**src/rtl/ram.sv**
```systemverilog
// ram: single-port, byte-wide, 256-word read/write memory.
// Writes happen on the rising edge of clk while EN is high. Reads are
// combinational from direccion. A synchronous reset loads each word with
// its own address value, so reads are predictable before any write.
// Optional build macro RAM_OUT_REG_EN: registers dato_s (read-old-data,
// one cycle of read latency, cleared to 0 on a reset edge).
module ram #(
    parameter int DATA_W = 8,
    parameter int ADDR_W = 8,
    parameter int DEPTH  = 2**ADDR_W
) (
    input  logic              clk,
    input  logic              rst,
    input  logic [ADDR_W-1:0] direccion,
    input  logic [DATA_W-1:0] Dato_E,
    input  logic              EN,
    output logic [DATA_W-1:0] dato_s
);

    logic [DATA_W-1:0] mem [DEPTH];

    // Storage: the reset image (word i holds i) has priority over a write.
    always_ff @(posedge clk) begin
        if (rst) begin
            for (int i = 0; i < DEPTH; i++) begin
                mem[i] <= DATA_W'(i);
            end
        end else if (EN) begin
            mem[direccion] <= Dato_E;
        end
    end

`ifdef RAM_OUT_REG_EN
    // Registered read: samples the contents before this edge's write.
    always_ff @(posedge clk) begin
        if (rst) begin
            dato_s <= '0;
        end else begin
            dato_s <= mem[direccion];
        end
    end
`else
    // Combinational read: no bypass, so a same-address write shows after the edge.
    always_comb begin
        dato_s = mem[direccion];
    end
`endif

endmodule

```
**config.mk**
```make
export PLATFORM = sky130hd
export DESIGN_NAME = ram
export DESIGN_NICKNAME = d
export VERILOG_FILES = /design/src/rtl/ram.sv
export SDC_FILE = /design/constraint.sdc
export NUM_CORES = 2
export LEC_CHECK = 0
export ABC_AREA = 1
export CAP_MARGIN = 20
export CORE_MARGIN = 2
export CORE_UTILIZATION = 61
export CTS_CLUSTER_SIZE = 20
export DETAILED_ROUTE_END_ITERATION = 7
export GPL_ROUTABILITY_DRIVEN = 0
export HOLD_SLACK_MARGIN = 0.15
export PLACE_DENSITY_LB_ADDON = 0.08
export SYNTH_ARGS = -nofsm -noshare
export SYNTH_HDL_FRONTEND = slang
export SYNTH_SLANG_ARGS = --single-unit
```
**constraint.sdc**
```tcl
create_clock -name clk -period 9.15 [get_ports clk]
set_input_delay 2.745 -clock clk [delete_from_list [all_inputs] [get_ports clk]]
set_output_delay 2.745 -clock clk [all_outputs]
set_load 0.02 [all_outputs]
```
==> qor.csv <==
stage,metric,value,unit
outcome,outcome,finished clean,
sta,final cycle utilization of the critical path,99.9,%
synthesis,synthesized-area fraction occupied by xor and xnor cells,0,%
die,die height,400,um
clock_network,CTS root buf,sky130_fd_sc_hd__clkbuf_16,
synthesis,sequential fraction of the synthesis area,64.4,%
synthesis,Cells after Synth,10855,
placement,placed cell areas,0.0973,mm2
final_layout,largest registers,mem: 2048 flops,
setup_path,"Req. time, crit path",6.41,ns
sta,tightest slew margin relative to the limit,19.2,%
synthesis,synthesized area per cell,8.80,um2
pwr,overall power,20.7,mW
clock_network,Bufs on Longest Clock Path,3,
setup_path,Slowest cell on crit path,sky130_fd_sc_hd__clkdlybuf4s50_1,
synthesis,"Cell Area, Synth",0.0955,mm2
synthesis,count of warnings emitted by yosys,0,
die,standard cell core area,0.156,mm2
final_layout,"commonest cells after routing, fill and taps aside","6022 x sky130_fd_sc_hd__nand2_1, 2048 x sky130_fd_sc_hd__edfxtp_1, 1323 x sky130_fd_sc_hd__nor2_1",
setup_path,CP endpoint kind,output pin,
synthesis,share of synthesized area spent on multiplexers,0,%
setup_path,startpoint-to-endpoint class of the critical path,primary input to output pin,
detailed_routing,First DRT Iteration DRCs,8873,
sta,transition time at the pin with the least slew margin,1.21,ns
sta,minimum clock period,9.14,ns
detailed_routing,via count,73012,
sta,Hold Fails Final Rpt,0,
setup_path,most repeated library cell on the critical path,sky130_fd_sc_hd__nand2_1,
global_routing,largest net degree at the start of global routing,143,
final_layout,area growth from synthesis to final layout,8.48,%
final_layout,"most common cell after layout, fill and taps aside",sky130_fd_sc_hd__nand2_1,
synthesis,number of storage elements in the synthesis netlist,2048,
placement,Worst Setup Slack post-DPL,0.303,ns
synthesis,Netlist cell types,16,
global_routing,via count of the first global-routing pass,69917,
setup_path,delay of the slowest cell on the worst path,0.69,ns
clock_network,Setup Buffers After CTS,0,
die,horizontal extent of the die,400,um
global_routing,leftover overflow at the end of global routing,0,
detailed_routing,mean number of vias per cell,5.71,
die,full die area,0.160,mm2
synthesis,largest family of logic cells by synthesized area,simple AND/OR/NAND/NOR gates,
global_routing,global-route wire length before repair,409000,um
final_layout,summed area of non-filler cells in the final layout,0.104,mm2
die,cell row count,145,
clock_network,number of clock sinks seen by CTS,2048,
detailed_routing,length of the first detailed-routing pass in iterations,6,
final_layout,largest reg by FF count,mem,
clock_network,number of instances resized during post-cts repair,0,
synthesis,adder-cell share of the synthesized area,0,%
detailed_routing,Antenna Violating Nets Remaining,0,
setup_path,CP Buf/Inv Count,5,
detailed_routing,post-route DRC violation count,0,
detailed_routing,Detailed Route WL,270000,um
run,number of max-capacitance violations reported,0,
pwr,Cell Pwr Density,200,mW/mm2
setup_path,arrival time at the worst endpoint,6.40,ns
clock_network,H-tree Lvls,4,
sta,number of setup violations in the final report,0,
setup_path,maximum net fanout on the critical path,48,
sta,number of pins with negative max-slew slack in the final report,0,
worst_hold_path,instance count along the most critical hold path,6,
pwr,static leakage,42.3,nW
worst_hold_path,Hold Path Origin,direccion[0],
sta,worst hold margin,2.74,ns
placement,placed wire-length estimate after detailed placement,164000,um
setup_path,chain of cells forming the critical path,clkdlybuf4s50_1 -> inv_1 -> nand2_1 -> inv_4 -> buf_12 -> nand2_1 -> nand2_1 -> o21ai_0 -> nand2_1 -> nor2_1 -> nor2_1 -> nor2_1 -> nand2_1 -> clkdlybuf4s50_1,
synthesis,Mapped Nets,10874,
synthesis,"post-synthesis share of cell area spent on and, or, nand and nor gates",30.4,%
placement,count of input and output buffers,26,
worst_hold_path,kind of path behind the tightest hold check,primary input to flip-flop,
setup_path,category of the worst setup path launch point,primary input,
pwr,IR Drop Worst-Case VDD,0.239,mV
worst_hold_path,worst hold path endpoint,mem[55][0]$_SDFFCE_PN1P_,
global_routing,initial antenna violation count,9,
sta,setup TNS,0,ns
clock_network,clock-pin transition on the worst setup and hold timing paths,0.06,ns
setup_path,cell family contributing the most delay on the critical path,buffers and inverters,
die,IO Count,27,
final_layout,count of nets after finishing,10581,
clock_network,CTS tree,done,
synthesis,complex-gate fraction of the synthesized area,1.01,%
die,initial core utilization,61.3,%
sta,setup slack after layout,0.00610,ns
final_layout,layout cells sized above 1,5.51,%
sta,setup repair after global routing missed its margin,false,
detailed_routing,post-detailed-route wirelength per cell,21.1,um
clock_network,"Hold-fix buffers, CTS",0,
sta,f_max,109,MHz
clock_network,TritonCTS buffer count,205,
global_routing,global-route usage over all layers,34.0,%
final_layout,fillcell total,12522,
final_layout,number of flip-flops under the largest register name,2048,
## layer usage
layer | up-vias | track usage (%) | wire length, um
li1 | 33807 | - | -
met1 | 34649 | 45.8 | 102000
met2 | 3862 | 53.9 | 125000
met3 | 678 | 7.13 | 30400
met4 | 16 | 14.6 | 12500
met5 | - | 0 | 111
## how the worst max path moves through the flow
stage | slack [ns] | depth (start not counted) | end | from
global placement | 0.26 | 14 | dato_s[7] | direccion[2]
global route | 0.05 | 14 | dato_s[7] | direccion[2]
CTS | 0.29 | 14 | dato_s[7] | direccion[2]
detailed placement | 0.30 | 14 | dato_s[7] | direccion[2]
finish | 0.006 | 14 | dato_s[7] | direccion[2]
floorplan | 2.21 | 15 | dato_s[3] | direccion[1]
## through the flow
| stage | utilization [%] | cells |
|---|---|---|
| 2_1_floorplan | - | 10855 |
| 3_3_place_gp | 62.4 | 12412 |
| 3_5_place_dp | 62.4 | 12412 |
| 4_1_cts | 66.5 | 12781 |
| 5_1_grt | 66.5 | 12782 |
| 6_report | 66.5 | 12783 |
## synthesized netlist by cell type
library cell	number	share of area [%]
sky130_fd_sc_hd__a21oi_1	32	0.17
sky130_fd_sc_hd__inv_2	69	0.27
sky130_fd_sc_hd__clkbuf_1	456	1.8
sky130_fd_sc_hd__edfxtp_1	2048	64
sky130_fd_sc_hd__o21ai_0	161	0.84
sky130_fd_sc_hd__buf_2	163	0.85
sky130_fd_sc_hd__buf_6	4	0.047
sky130_fd_sc_hd__nand2_1	6023	24
sky130_fd_sc_hd__nand3_1	188	0.99
sky130_fd_sc_hd__inv_1	251	0.99
sky130_fd_sc_hd__nand3_2	3	0.031
sky130_fd_sc_hd__nor2_1	1328	5.2
sky130_fd_sc_hd__buf_4	8	0.063
sky130_fd_sc_hd__nand2_2	1	0.0066
sky130_fd_sc_hd__buf_1	42	0.17
sky130_fd_sc_hd__nor2_2	78	0.51
## power breakdown
| part | internal, mW | switching, mW |
|---|---|---|
| sequential | 10.8 | 0.130 |
| clock | 4.56 | 3.55 |
| combinational | 0.383 | 1.34 |
| total | 15.7 | 5.02 |
## logic make-up after synthesis
family                 count (synthesis)
buffers and inverters                993
flip-flops                          2048
AND/OR/NAND/NOR                     7621
AO/OA/AOI/OAI                        193
## layout make-up
type                            instances  area [um2]  area share, %
Antenna cell                            1        2.50        0.00242
Timing Repair Buffer                  173        1840           1.78
Inverter                              320        1290           1.25
Tap cell                             2058        2570           2.49
Sequential cell                      2048       61500           59.4
Multi-Input combinational cell       7814       30100           29.0
Clock buffer                          268        5540           5.34
Clock inverter                        101         788          0.761
Power figures use the tool's default switching activity.
